**src/rtl/stack_link_pkg.sv**
```systemverilog
// Shared encodings for the stack/link sequencer: op codes, FSM states, error codes.
package stack_link_pkg;

  localparam int WORD_BYTES = 4;

  typedef enum logic [1:0] {
    OP_PUSH = 2'd0,
    OP_POP  = 2'd1,
    OP_CALL = 2'd2,
    OP_RET  = 2'd3
  } op_e;

  typedef enum logic [1:0] {
    ERR_NONE = 2'd0,
    ERR_OVF  = 2'd1,
    ERR_UDF  = 2'd2,
    ERR_TMO  = 2'd3
  } err_e;

  localparam logic [1:0] ST_IDLE   = 2'd0;
  localparam logic [1:0] ST_MEM    = 2'd1;
  localparam logic [1:0] ST_COMMIT = 2'd2;
  localparam logic [1:0] ST_ERR    = 2'd3;

  // PUSH and CALL grow the stack; POP and RET shrink it.
  function automatic logic is_push_side(op_e op);
    return (op == OP_PUSH) || (op == OP_CALL);
  endfunction

endpackage

```
**src/rtl/stack_link_engine_if.sv**
```systemverilog
// Data-memory request/acknowledge bus between the stack engine and data memory.
interface stack_link_engine_if;
  logic        mem_req;
  logic        mem_we;
  logic [31:0] mem_addr;
  logic [31:0] mem_wdata;
  logic [31:0] mem_rdata;
  logic        mem_ack;

  modport master (output mem_req, mem_we, mem_addr, mem_wdata,
                  input  mem_rdata, mem_ack);
  modport slave  (input  mem_req, mem_we, mem_addr, mem_wdata,
                  output mem_rdata, mem_ack);
endinterface

```
**src/rtl/stack_bounds_chk.sv**
```systemverilog
// Combinational stack bounds check on the SP seen at command accept.
module stack_bounds_chk
  import stack_link_pkg::*;
#(
  parameter logic [31:0] STACK_TOP   = 32'h0000_FFFC,
  parameter logic [31:0] STACK_LIMIT = 32'h0000_F000
) (
  input  logic [31:0] sp,
  input  op_e         op,
  output logic        ovf,
  output logic        udf
);

  logic [31:0] sp_dec;

  assign sp_dec = sp - 32'(WORD_BYTES);

  // An SP below one word would wrap on decrement; that is an overflow, not a huge address.
  assign ovf = is_push_side(op) && ((sp < 32'(WORD_BYTES)) || (sp_dec < STACK_LIMIT));
  assign udf = !is_push_side(op) && (sp >= STACK_TOP);

endmodule

```
**src/rtl/stack_link_engine.sv**
```systemverilog
// PUSH/POP/CALL/RET sequencer: one memory access per command, then a single
// COMMIT cycle of SP/LR/PC write strobes into the special register file.
module stack_link_engine
  import stack_link_pkg::*;
#(
  parameter logic [31:0] STACK_TOP   = 32'h0000_FFFC,
  parameter logic [31:0] STACK_LIMIT = 32'h0000_F000,
  parameter int          MAX_WAIT    = 16
) (
  input  logic                       clk,
  input  logic                       rst,
  input  logic                       cmd_valid,
  input  logic [1:0]                 cmd_op,
  input  logic [31:0]                cmd_data,
  output logic                       cmd_ready,
  input  logic [31:0]                re_sp,
  input  logic [31:0]                re_lr,
  input  logic [31:0]                re_pc,
  output logic                       wr_sp,
  output logic [31:0]                wr_sp_data,
  output logic                       wr_lr,
  output logic [31:0]                wr_lr_data,
  output logic                       wr_pc,
  output logic [31:0]                wr_pc_data,
  stack_link_engine_if.master        mem,
  output logic                       pop_valid,
  output logic [31:0]                pop_data,
  output logic                       err,
  output logic [1:0]                 err_code
);

  logic [1:0]  state;
  op_e         op;
  op_e         op_q;
  logic        push_side;
  logic        ovf;
  logic        udf;
  logic [31:0] sp_dec;
  logic [31:0] sp_inc;
  logic [31:0] nsp_q;
  logic [31:0] nlr_q;
  logic [31:0] npc_q;
  logic [7:0]  wait_cnt;

  assign op        = op_e'(cmd_op);
  assign push_side = is_push_side(op);
  assign sp_dec    = re_sp - 32'(WORD_BYTES);
  assign sp_inc    = re_sp + 32'(WORD_BYTES);
  assign cmd_ready = (state == ST_IDLE);

  stack_bounds_chk #(
    .STACK_TOP   (STACK_TOP),
    .STACK_LIMIT (STACK_LIMIT)
  ) u_bounds (
    .sp  (re_sp),
    .op  (op),
    .ovf (ovf),
    .udf (udf)
  );

  always_ff @(posedge clk) begin
    if (rst) begin
      state          <= ST_IDLE;
      op_q           <= OP_PUSH;
      nsp_q          <= '0;
      nlr_q          <= '0;
      npc_q          <= '0;
      wait_cnt       <= '0;
      wr_sp          <= 1'b0;
      wr_lr          <= 1'b0;
      wr_pc          <= 1'b0;
      wr_sp_data     <= '0;
      wr_lr_data     <= '0;
      wr_pc_data     <= '0;
      mem.mem_req    <= 1'b0;
      mem.mem_we     <= 1'b0;
      mem.mem_addr   <= '0;
      mem.mem_wdata  <= '0;
      pop_valid      <= 1'b0;
      pop_data       <= '0;
      err            <= 1'b0;
      err_code       <= '0;
    end else begin
      // NOTE: pulse outputs get a non-blocking default here; a later assignment in
      // the same cycle wins, so each strobe lasts exactly one cycle without extra state.
      wr_sp     <= 1'b0;
      wr_lr     <= 1'b0;
      wr_pc     <= 1'b0;
      pop_valid <= 1'b0;
      err       <= 1'b0;

      case (state)
        ST_IDLE: begin
          if (cmd_valid) begin
            op_q  <= op;
            nsp_q <= push_side ? sp_dec : sp_inc;
            nlr_q <= re_pc + 32'(WORD_BYTES);
            npc_q <= (op == OP_CALL) ? cmd_data : re_lr;
            if (ovf || udf) begin
              err      <= 1'b1;
              err_code <= ovf ? ERR_OVF : ERR_UDF;
              state    <= ST_ERR;
            end else begin
              mem.mem_req   <= 1'b1;
              mem.mem_we    <= push_side;
              mem.mem_addr  <= push_side ? sp_dec : re_sp;
              mem.mem_wdata <= (op == OP_CALL) ? re_lr : cmd_data;
              wait_cnt      <= '0;
              state         <= ST_MEM;
            end
          end
        end

        ST_MEM: begin
          if (mem.mem_ack) begin
            mem.mem_req <= 1'b0;
            state       <= ST_COMMIT;
            wr_sp       <= 1'b1;
            wr_sp_data  <= nsp_q;
            case (op_q)
              OP_POP: begin
                pop_valid <= 1'b1;
                pop_data  <= mem.mem_rdata;
              end
              OP_CALL: begin
                wr_lr      <= 1'b1;
                wr_lr_data <= nlr_q;
                wr_pc      <= 1'b1;
                wr_pc_data <= npc_q;
              end
              OP_RET: begin
                wr_lr      <= 1'b1;
                wr_lr_data <= mem.mem_rdata;
                wr_pc      <= 1'b1;
                wr_pc_data <= npc_q;
              end
              default: ;
            endcase
          end else if (wait_cnt == 8'(MAX_WAIT - 1)) begin
            mem.mem_req <= 1'b0;
            err         <= 1'b1;
            err_code    <= ERR_TMO;
            state       <= ST_ERR;
          end else begin
            wait_cnt <= wait_cnt + 8'd1;
          end
        end

        ST_COMMIT: state <= ST_IDLE;

        default:   state <= ST_IDLE;
      endcase
    end
  end

endmodule

```
**src/flat_wrapper.sv**
```systemverilog
// flat-port wrapper written by rule: the top's interface ports become plain ports
module stack_link_engine_flat import stack_link_pkg::*;
#(
  parameter logic [31:0] STACK_TOP   = 32'h0000_FFFC,
  parameter logic [31:0] STACK_LIMIT = 32'h0000_F000,
  parameter int          MAX_WAIT    = 16
)
  (clk, rst, cmd_valid, cmd_op, cmd_data, cmd_ready, re_sp, re_lr, re_pc, wr_sp, wr_sp_data, wr_lr, wr_lr_data, wr_pc, wr_pc_data, pop_valid, pop_data, err, err_code, mem_mem_req, mem_mem_we, mem_mem_addr, mem_mem_wdata, mem_mem_rdata, mem_mem_ack);
  stack_link_engine_if mem_i ();
  input  logic clk;
  input  logic rst;
  input  logic cmd_valid;
  input  logic [1:0] cmd_op;
  input  logic [31:0] cmd_data;
  output logic cmd_ready;
  input  logic [31:0] re_sp;
  input  logic [31:0] re_lr;
  input  logic [31:0] re_pc;
  output logic wr_sp;
  output logic [31:0] wr_sp_data;
  output logic wr_lr;
  output logic [31:0] wr_lr_data;
  output logic wr_pc;
  output logic [31:0] wr_pc_data;
  output logic pop_valid;
  output logic [31:0] pop_data;
  output logic err;
  output logic [1:0] err_code;
  output wire logic [$bits(mem_i.mem_req)-1:0] mem_mem_req;
  output wire logic [$bits(mem_i.mem_we)-1:0] mem_mem_we;
  output wire logic [$bits(mem_i.mem_addr)-1:0] mem_mem_addr;
  output wire logic [$bits(mem_i.mem_wdata)-1:0] mem_mem_wdata;
  input wire logic [$bits(mem_i.mem_rdata)-1:0] mem_mem_rdata;
  input wire logic [$bits(mem_i.mem_ack)-1:0] mem_mem_ack;
  assign mem_mem_req = mem_i.mem_req;
  assign mem_mem_we = mem_i.mem_we;
  assign mem_mem_addr = mem_i.mem_addr;
  assign mem_mem_wdata = mem_i.mem_wdata;
  assign mem_i.mem_rdata = mem_mem_rdata;
  assign mem_i.mem_ack = mem_mem_ack;
  stack_link_engine #(.STACK_TOP(STACK_TOP), .STACK_LIMIT(STACK_LIMIT), .MAX_WAIT(MAX_WAIT)) u_core (.clk(clk), .rst(rst), .cmd_valid(cmd_valid), .cmd_op(cmd_op), .cmd_data(cmd_data), .cmd_ready(cmd_ready), .re_sp(re_sp), .re_lr(re_lr), .re_pc(re_pc), .wr_sp(wr_sp), .wr_sp_data(wr_sp_data), .wr_lr(wr_lr), .wr_lr_data(wr_lr_data), .wr_pc(wr_pc), .wr_pc_data(wr_pc_data), .mem(mem_i), .pop_valid(pop_valid), .pop_data(pop_data), .err(err), .err_code(err_code));
endmodule
```
**config.mk**
```make
export PLATFORM = sky130hd
export DESIGN_NAME = stack_link_engine_flat
export DESIGN_NICKNAME = d
export VERILOG_FILES = /design/src/rtl/stack_link_pkg.sv /design/src/rtl/stack_link_engine_if.sv /design/src/rtl/stack_bounds_chk.sv /design/src/rtl/stack_link_engine.sv /design/src/flat_wrapper.sv
export SDC_FILE = /design/constraint.sdc
export NUM_CORES = 1
export LEC_CHECK = 0
export CAP_MARGIN = 15
export CORE_ASPECT_RATIO = 0.7
export CORE_MARGIN = 5
export CORE_UTILIZATION = 25
export CTS_CLUSTER_DIAMETER = 120
export CTS_CLUSTER_SIZE = 20
export DETAILED_ROUTE_END_ITERATION = 6
export PLACE_DENSITY_LB_ADDON = 0.12
export REMOVE_ABC_BUFFERS = 1
export SLEW_MARGIN = 20
export SYNTH_ARGS = -nofsm -noshare
export SYNTH_HDL_FRONTEND = slang
export SYNTH_SLANG_ARGS = --single-unit
```
**constraint.sdc**
```tcl
create_clock -name clk -period 4.6 [get_ports clk]
set_clock_uncertainty 0.2 [all_clocks]
set_input_delay 1.38 -clock clk [delete_from_list [all_inputs] [get_ports clk]]
set_output_delay 1.38 -clock clk [all_outputs]
set_load 0.01 [all_outputs]
```
# Word-level counts from Yosys, hierarchy flattened
# Cells that the tools add are included.
dict set report totals {
  input_bits 166
  ramBits 0
  elab_cells 98
  n_memories 0
  mem_bits_ro 0
  latchBits 0
  out_inout_bits 202
  reg_bits 308
}
dict set report op_classes {
  n_lt_le_gt_ge 3
  shift 0
  add_sub_neg 4
  n_eq_ne 13
  bitwise_logic 3
  reduce_logical 23
  multipliers 0
  div 0
  muxes 33
}
# cell n
set op_table {}
lappend op_table {{2-to-1 mux 32 bit} 4}
lappend op_table {{adder 32 x 3 -> 32 bit (second input constant)} 2}
lappend op_table {{case mux 32 bit (2 select lines)} 1}
lappend op_table {{>= comparator 32 x 16 -> 1 bit (second input constant)} 1}
lappend op_table {{less-than comparator 32 x 16 -> 1 bit (second input constant)} 1}
lappend op_table {{less-than comparator 32 x 3 -> 1 bit (second input constant)} 1}
lappend op_table {{2-to-1 mux 8 bit} 4}
lappend op_table {{subtractor 32 x 3 -> 32 bit (second input constant)} 1}
lappend op_table {{2-to-1 mux 2 bit} 8}
lappend op_table {{case mux 8 bit (2 select lines)} 1}
lappend op_table {{AND reduction 3 bit} 4}
lappend op_table {{2-to-1 mux 1 bit} 11}
lappend op_table {{AND reduction 5 bit} 2}
lappend op_table {{adder 8 x 1 -> 8 bit (second input constant)} 1}
lappend op_table {{equality test 8 x 4 -> 1 bit (second input constant)} 1}
lappend op_table {{!= test 2 bit (second input constant)} 4}
lappend op_table {{case mux 2 bit (2 select lines)} 2}
lappend op_table {{equality test 2 bit (second input constant)} 3}
lappend op_table {{AND reduction 2 bit} 3}
lappend op_table {{equality test 2 x 1 -> 1 bit (second input constant)} 2}
lappend op_table {{zero test 2 bit} 2}
lappend op_table {{!= test 2 x 1 -> 1 bit (second input constant)} 2}
lappend op_table {{case mux 1 bit (2 select lines)} 2}
lappend op_table {{AND reduction 4 bit} 1}
lappend op_table {{8 further kinds} 15}

# Depth between registers and ports, before layout
# Gate-level depths: netlist of the first run.
dict set report depth {
  ltp_word 8
  depth_mapped 13
  depth_no_buf 10
}

# By module
# A second synthesis of the first run with hierarchy kept.
dict set report unflattened {
  cells_unflattened 1741
  hier_area_um2 13740.7
}
# module cells_each n_inst area_each_um2
set modules_own_cells {}
lappend modules_own_cells {stack_link_engine 1725 1 13615.6}
lappend modules_own_cells {stack_bounds_chk 16 1 125.1}

# Worst setup path after synthesis of the first run
# Ideal clock, no wire load.
dict set report synth_path {
  path_kind {input -> register}
  from {in re_sp[8]}
  to {reg u_core.mem.mem_addr[17]}
  t_required_ns 4.254
  setup_ns 0.146
  n_path_buf 4
  setup_slack_ns 0.040
  t_arrival_ns 4.214
  stages 12
  cell_sequence {clkbuf_1 -> or4_1 -> clkbuf_1 -> or4_1 -> nor2_1 -> xor2_1 -> or4b_1 -> o31a_1 -> buf_2 -> buf_2 -> nor3_1 -> a211oi_2}
}
dict set report synth_between {
  elab_chain_cells 7
  word_cells_on_any_way 11
  cone_classes {add/sub: 1; order compare: 3; mux: 1; bitwise: 1; reduce/logical: 5}
}
# item line_no
set synth_lines {}
lappend synth_lines {{start, declared} flat_wrapper.sv:16} ;# input logic [31:0] re_sp;
lappend synth_lines {{subtractor 32 x 3 -> 32 bit} {stack_bounds_chk.sv:16, stack_link_engine.sv:47}}
lappend synth_lines {{less-than comparator 32 x 16 -> 1 bit} stack_bounds_chk.sv:19} ;# assign ovf = is_push_side(op) && ((sp < 32'(WORD_BYTES)) || (sp_dec < STACK_LIMIT));
lappend synth_lines {{logical OR 1 bit} stack_bounds_chk.sv:19}
lappend synth_lines {{logical AND 1 bit} stack_bounds_chk.sv:19}
lappend synth_lines {{logical OR 1 bit} stack_link_engine.sv:99} ;# if (ovf || udf) begin
lappend synth_lines {{NOT 1 bit (no source line)} -}
lappend synth_lines {{AND reduction 3 bit (no source line)} -}
lappend synth_lines {{end signal, assigned} stack_link_engine.sv:106} ;# mem.mem_addr <= push_side ? sp_dec : re_sp;
lappend synth_lines {{end, declared} stack_link_engine_if.sv:10} ;# modport master (output mem_req, mem_we, mem_addr, mem_wdata,
# Several ways; a longest one is shown, not always the timed one.
# A chain may end at the register's enable or synchronous reset.

# Final worst setup path of the first run
dict set report layout_path {
  from {in re_sp[8]}
  to {reg u_core.mem.mem_addr[0]}
}
dict set report layout_between {
  elab_chain_cells 7
  word_cells_on_any_way 10
  cone_classes {add/sub: 1; order compare: 3; bitwise: 1; reduce/logical: 5}
}
# item line_no
set layout_lines {}
lappend layout_lines {{subtractor 32 x 3 -> 32 bit} stack_bounds_chk.sv:16} ;# assign sp_dec = sp - 32'(WORD_BYTES);
lappend layout_lines {{less-than comparator 32 x 16 -> 1 bit} stack_bounds_chk.sv:19}
lappend layout_lines {{logical OR 1 bit} stack_bounds_chk.sv:19}
lappend layout_lines {{logical AND 1 bit} stack_bounds_chk.sv:19}
lappend layout_lines {{logical OR 1 bit (*)} stack_link_engine.sv:99}
lappend layout_lines {{NOT 1 bit (no source line) (*)} -}
lappend layout_lines {{AND reduction 3 bit (no source line) (*)} -}
# Mark *: on every way between the ends. The rest lies on a longest branch, timed or not.

==> impl_metrics.toml, run 1 <==
[layout]
final_cells = 2902
final_core_util = 0.358
area_growth_pct = 40.9
final_common_cell = "nand2_1"
most-common-layout-cells = "nand2_1, clkdlybuf4s50_1, dfxtp_1"
drive_gt1_frac = 0.103
nNetsFinal = 2331

[clocking]
clock_sinks = 308
clkLatencyLatePin_ns = 0.55
cts_setup_buffers = 0
cts_tree = "done"
cts_buffer_depth = 3
htreeDepth = 1
path_clk_slew_ns = 0.10
postCtsHoldBufs = 0
cts_buffers = 19
ctsRootBufferMaster = "clkbuf_16"

[setup_path]
cp-end-kind = "flop"
path_max_fanout = 8
start_kind = "primary input"
critPathKind = "primary input to flop"
reg2regPathDepth = 7
required_ns = 4.78
reg2reg_to = "u_core.mem.mem_addr[19]$_SDFFE_PP0P_"
worstPathArrival_ns = 4.64
reg2reg_slack_ns = 1.97
r2r_start = "u_core.state[1]$_SDFFE_PP0P_"

[timing]
maxSlewViolCount = 0
slew_headroom = 0.422
final.setup.tns_ns = 0
tightest_slew_ns = 0.867
fin_crit_sh = 0.971
rsz0062_at_grt = "false"
setup_violations = 0
fmax_mhz = 224
fin_crit_ns = 4.47
worst_slack_ns = 0.133
final_hold_viol_count = 0

[logic_synthesis]
synth.area.top_cells = "dfxtp_1, nand2_1, a311oi_1, a21oi_1, clkbuf_1"
ys_ff_latch = 308
ys_types = 56
ys_seq_area_frac = 0.437
synthCells = 1787
netlist.area_leader.share = 0.437
synth-edff-count = 0
synthArstFlopShare = 0
avgSynthCellArea_um2 = 7.90
synth_top_cell_by_area = "dfxtp_1"
synth_area_um2 = 14100
synth_flop_cell = "dfxtp_1"
synth_warnings = 0

[global_routing]
antenna_found_initial = 5
track_usage = 0.181
use_met1 = 0.269
first_global_vias = 13888
grt_pass1_wl_um = 87800
met2_usage = 0.265
gr-usage-met3 = 0.0432
top_usage_layer = "met1"
grt_max_degree = 105
overflow = 0

[power_and_ir_drop]
finalPower_mw = 5.62
power.internal_mw = 4.01
clkPwrFrac = 0.306
ir_drop_uv = 202
p_sw_mw = 1.60
power.density_nw_per_um2 = 282
pwr-share-comb = 0.180
power_frac_seq = 0.513
netSwitchingFraction = 0.286
power_leakage_nw = 6.72

[run_status]
outcome = "finished clean"

[drt]
drtIter0Drc = 996
drcViolationCount = 0
firstDrtPassIters = 5
antenna_left = 0
vias_per_cell = 4.92
wl_per_cell_um = 20.1
wirelength_um = 58400
num_vias = 14264

[floorplanning]
ios = 368
coreArea_um2 = 55600
start_util = 0.254
die_width_um = 294
die_h_um = 209
rows = 72
die-area_um2 = 61400

[job]
cap_violations = 0

[place]
pre_cts_slack_ns = -0.452
dp_hpwl_um = 42300
numPlacedInstances = 2877
port_buffers = 367
place_congestion = 0.864

[hold_path]
hold_class = "flop to flop"
holdPathEnd = "u_core.wr_pc_data[31]$_SDFFE_PP0P_"
hp-start = "u_core.npc_q[31]$_SDFFE_PP0P_"
whs_path_depth = 2
[metrics by stage]
stage               instance area, um^2  hold slack, ns
finish                            19900           0.254
global route                      19900           0.270
CTS                               19800           0.253
detailed placement                19300           0.244
global placement                  19300           0.238
floorplan                         13400           0.226
[kinds of logic (layout without fill, tap and decap cells)]
group | after synthesis | in the layout | share of synthesized area
simple gates | 848 | 848 | 0.268
compound gates | 348 | 348 | 0.176
flops | 308 | 308 | 0.437
buf+inv | 177 | 549 | 0.0519
xor+xnor | 95 | 95 | 0.0590
fa+ha+maj | 6 | 6 | 0.00532
mux | 5 | 5 | 0.00364
other cells | 0 | 3 | 0
[power groups by stage]
stage / clock network (mW) / registers (mW) / logic (mW)
floorplan: 0 / 2.95 / 0.386
global placement: 0 / 2.94 / 1.01
detailed placement: 0 / 2.95 / 1.01
CTS: 1.82 / 2.89 / 1.02
global route: 1.88 / 2.90 / 1.11
finish: 1.72 / 2.88 / 1.01
[repair_timing]
item / 4_1_cts / 5_1_grt
endpoints found under the setup margin: 0 / 23
hold endpoints to repair: 0 / 0
gates resized for setup: 0 / 6
[worst max path at each step]
stage,cells past startpoint,from,endpoint,slack [ns]
after CTS,10,re_sp[7],u_core.mem.mem_addr[20]$_SDFFE_PP0P_,0.12
after floorplan,5,cmd_valid,u_core.mem.mem_addr[19]$_SDFFE_PP0P_,-2.92
after detailed placement,10,re_sp[7],u_core.mem.mem_addr[20]$_SDFFE_PP0P_,-0.45
after global placement,10,re_sp[8],u_core.mem.mem_addr[15]$_SDFFE_PP0P_,-0.43
after global routing,14,re_sp[2],u_core.err_code[0]$_SDFFE_PP0P_,0.02
final,10,re_sp[8],u_core.mem.mem_addr[0]$_SDFFE_PP0P_,0.13
[cell usage after synthesis (12+ instances only)]
master and number:
nand2_1 456, a211oi_1 38, buf_2 12, nor2_1 129
a311oi_1 99, nor3_1 81, a21oi_1 144, and3_1 19
a211oi_2 22, o21ai_0 16, dfxtp_1 308, nor4_1 24
nand4_1 16, inv_1 14, xor2_1 42, nand3_1 58
xnor2_1 53, clkbuf_1 132
[area by class of cell]
class                           count  area, um^2
Antenna cell                        3        7.51
Clock buffer                       19         475
Clock inverter                      2        25.0
Fill cell                        5818       35700
Inverter                           14        52.6
Multi-Input combinational cell   1302        7280
Sequential cell                   308        6170
Tap cell                          740         926
Timing Repair Buffer              514        4950
[state kept, by name, indices dropped and copies added, names as in the netlist, 8 cells and up]
register              count
u_core.mem.mem_addr      32
u_core.mem.mem_wdata     32
u_core.nlr_q             32
u_core.npc_q             32
u_core.nsp_q             32
u_core.pop_data          32
u_core.wr_lr_data        32
u_core.wr_pc_data        32
u_core.wr_sp_data        32
u_core.wait_cnt           8
[worst max-delay path, stage by stage]
cell and delay, ns:
clkdlybuf4s50_1 0.47, or4_1 0.59, or4_1 0.44, nor2_1 0.18, xor2_1 0.12, or4b_4 0.54, o31a_2 0.42, buf_4 0.21
o21ai_0 0.19, a21oi_1 0.10
[per-layer routing]
metal / routed length (um) / part of all wire / vias to the layer above
li1: - / - / 6953
met1: 28600 / 0.49 / 6872
met2: 24200 / 0.41 / 373
met3: 4200 / 0.072 / 62
met4: 1330 / 0.023 / 4
met5: 27 / 0.00046 / -
Power figures use the tool's default switching activity.
==> inputs of run 2 (changes only) <==
PLACE_DENSITY_LB_ADDON = default   (was 0.12)
==> run 2 against run 1 <==
Effect of this change: total power is 0.25% lower; critical path depth grew 5; first-iteration DRC count increased by 9.0%; maximum frequency decreased by 0.32%; via count up 0.27%; register-to-register slack improved by 0.16 ns; wire length fell by 3.9%; worst hold slack got worse by 0.011 ns; largest power group unchanged.
==> impl_metrics.toml, run 2 (same netlist as run 1, synthesis figures left out) <==
[layout]
nNetsFinal = 2334
most-common-layout-cells = "nand2_1, clkdlybuf4s50_1, dfxtp_1"
final_cells = 2901
area_growth_pct = 41.3
drive_gt1_frac = 0.106
antenna_cells = 0
nFillCells = 5718
multi_input_comb_area_um2 = 7320
final_common_cell = "nand2_1"
ff_latch_area_um2 = 6170
final_core_util = 0.359

[clocking]
cts_resized = 0
cts_buffer_depth = 3
path_clk_slew_ns = 0.08
clock_sinks = 308
cts_setup_buffers = 0
ctsRootBufferMaster = "clkbuf_16"
htreeDepth = 1
cts_buffers = 19
cts_tree = "done"
clkLatencyLatePin_ns = 0.55
postCtsHoldBufs = 0

[setup_path]
reg2regPathDepth = 7
path_max_fanout = 26
endpoint = "u_core.mem.mem_addr[20]$_SDFFE_PP0P_"
reg2reg_to = "u_core.mem.mem_addr[19]$_SDFFE_PP0P_"
start_kind = "primary input"
crit_start = "re_sp[2]"
critPathKind = "primary input to flop"
worstPathArrival_ns = 4.67
required_ns = 4.78
cp-end-kind = "flop"
reg2reg_slack_ns = 2.13
r2r_start = "u_core.state[1]$_SDFFE_PP0P_"

[place]
port_buffers = 367
place_congestion = 0.917
numPlacedInstances = 2880
pre_cts_slack_ns = -0.476
dp_hpwl_um = 41500

[floorplanning]
die_width_um = 294
coreArea_um2 = 55600
die_h_um = 209
ios = 368
die-area_um2 = 61400
rows = 72
start_util = 0.254

[run_status]
outcome = "finished clean"

[timing]
fin_crit_ns = 4.48
slew_headroom = 0.400
setup_violations = 0
final.setup.tns_ns = 0
worst_slack_ns = 0.118
fin_crit_sh = 0.974
tightest_slew_ns = 0.900
final_hold_viol_count = 0
rsz0062_at_grt = "false"
maxSlewViolCount = 0
fmax_mhz = 223

[hold_path]
hold_class = "flop to flop"
whs_path_depth = 2

[global_routing]
grt_max_degree = 156
track_usage = 0.171
grt_pass1_wl_um = 84200
antenna_found_initial = 2
overflow = 0
first_global_vias = 13787

[power_and_ir_drop]
ir_drop_uv = 186
power.density_nw_per_um2 = 281
power_leakage_nw = 6.76

[drt]
drcViolationCount = 0
wl_per_cell_um = 19.3
wirelength_um = 56100
vias_per_cell = 4.93
drtIter0Drc = 1086
num_vias = 14303
firstDrtPassIters = 5
antenna_left = 0

[job]
cap_violations = 0
## run 2: cell types whose count changed in the layout (fill, tap and decap cells not counted), moves of 2 or more
cell	previous run	this run
diode_2	3	0
buf_4	134	136
dfxtp_1	308	306
dfxtp_2	0	2
nor4_1	23	21
## run 2: through the flow
step / cell area, um^2 / hold slack (ns) / total power, mW
after floorplan: 13400 / 0.226 / 3.34
after global placement: 19400 / 0.238 / 3.94
after detailed placement: 19400 / 0.246 / 3.95
after CTS: 19900 / 0.243 / 5.69
after global routing: 19900 / 0.255 / 5.86
final: 19900 / 0.243 / 5.60
## run 2: where the power goes
group / switching (mW) / total [mW] / internal (mW)
registers: 0.0947 / 2.90 / 2.80
clock network: 0.957 / 1.70 / 0.746
logic: 0.536 / 1.00 / 0.467
## run 2: layout make-up
class | instances | share of cell area
clock buffers | 19 | 0.0238
clock inverters | 1 | 0.000816
inverters | 14 | 0.00264
multi-input cells | 1302 | 0.367
flip-flops and latches | 308 | 0.309
well taps | 740 | 0.0464
repair buffers | 517 | 0.250
## run 2: worst min-delay path by stage
stage | endpoint | startpoint | slack (ns)
global route | u_core.wr_pc_data[30]$_SDFFE_PP0P_ | u_core.npc_q[30]$_SDFFE_PP0P_ | 0.26
CTS | u_core.wr_pc_data[30]$_SDFFE_PP0P_ | u_core.npc_q[30]$_SDFFE_PP0P_ | 0.24
finish | u_core.wr_pc_data[30]$_SDFFE_PP0P_ | u_core.npc_q[30]$_SDFFE_PP0P_ | 0.24
detailed placement | u_core.nsp_q[5]$_SDFFE_PP0P_ | u_core.nsp_q[5]$_SDFFE_PP0P_ | 0.25
global placement | u_core.wr_pc_data[9]$_SDFFE_PP0P_ | u_core.npc_q[9]$_SDFFE_PP0P_ | 0.24
floorplan | u_core.nsp_q[10]$_SDFFE_PP0P_ | u_core.nsp_q[10]$_SDFFE_PP0P_ | 0.23
## run 2: worst max-delay path, stage by stage
cell	delay, ns
clkdlybuf4s50_1	0.42
buf_4	0.16
inv_1	0.07
ha_1	0.19
nor3b_1	0.19
buf_4	0.16
nand4_1	0.26
buf_4	0.24
xor2_1	0.19
o2111a_1	0.24
nand3_1	0.19
o31a_4	0.45
clkbuf_16	0.21
nor3_1	0.21
a211oi_2	0.07
## run 2: layer usage
layer / up-vias / track usage / wire length [um]
met4: 4 / 0.0312 / 1130
met5: - / 0 / 27
met3: 62 / 0.0465 / 4340
met2: 446 / 0.261 / 24100
met1: 6837 / 0.245 / 26500
li1: 6954 / - / -
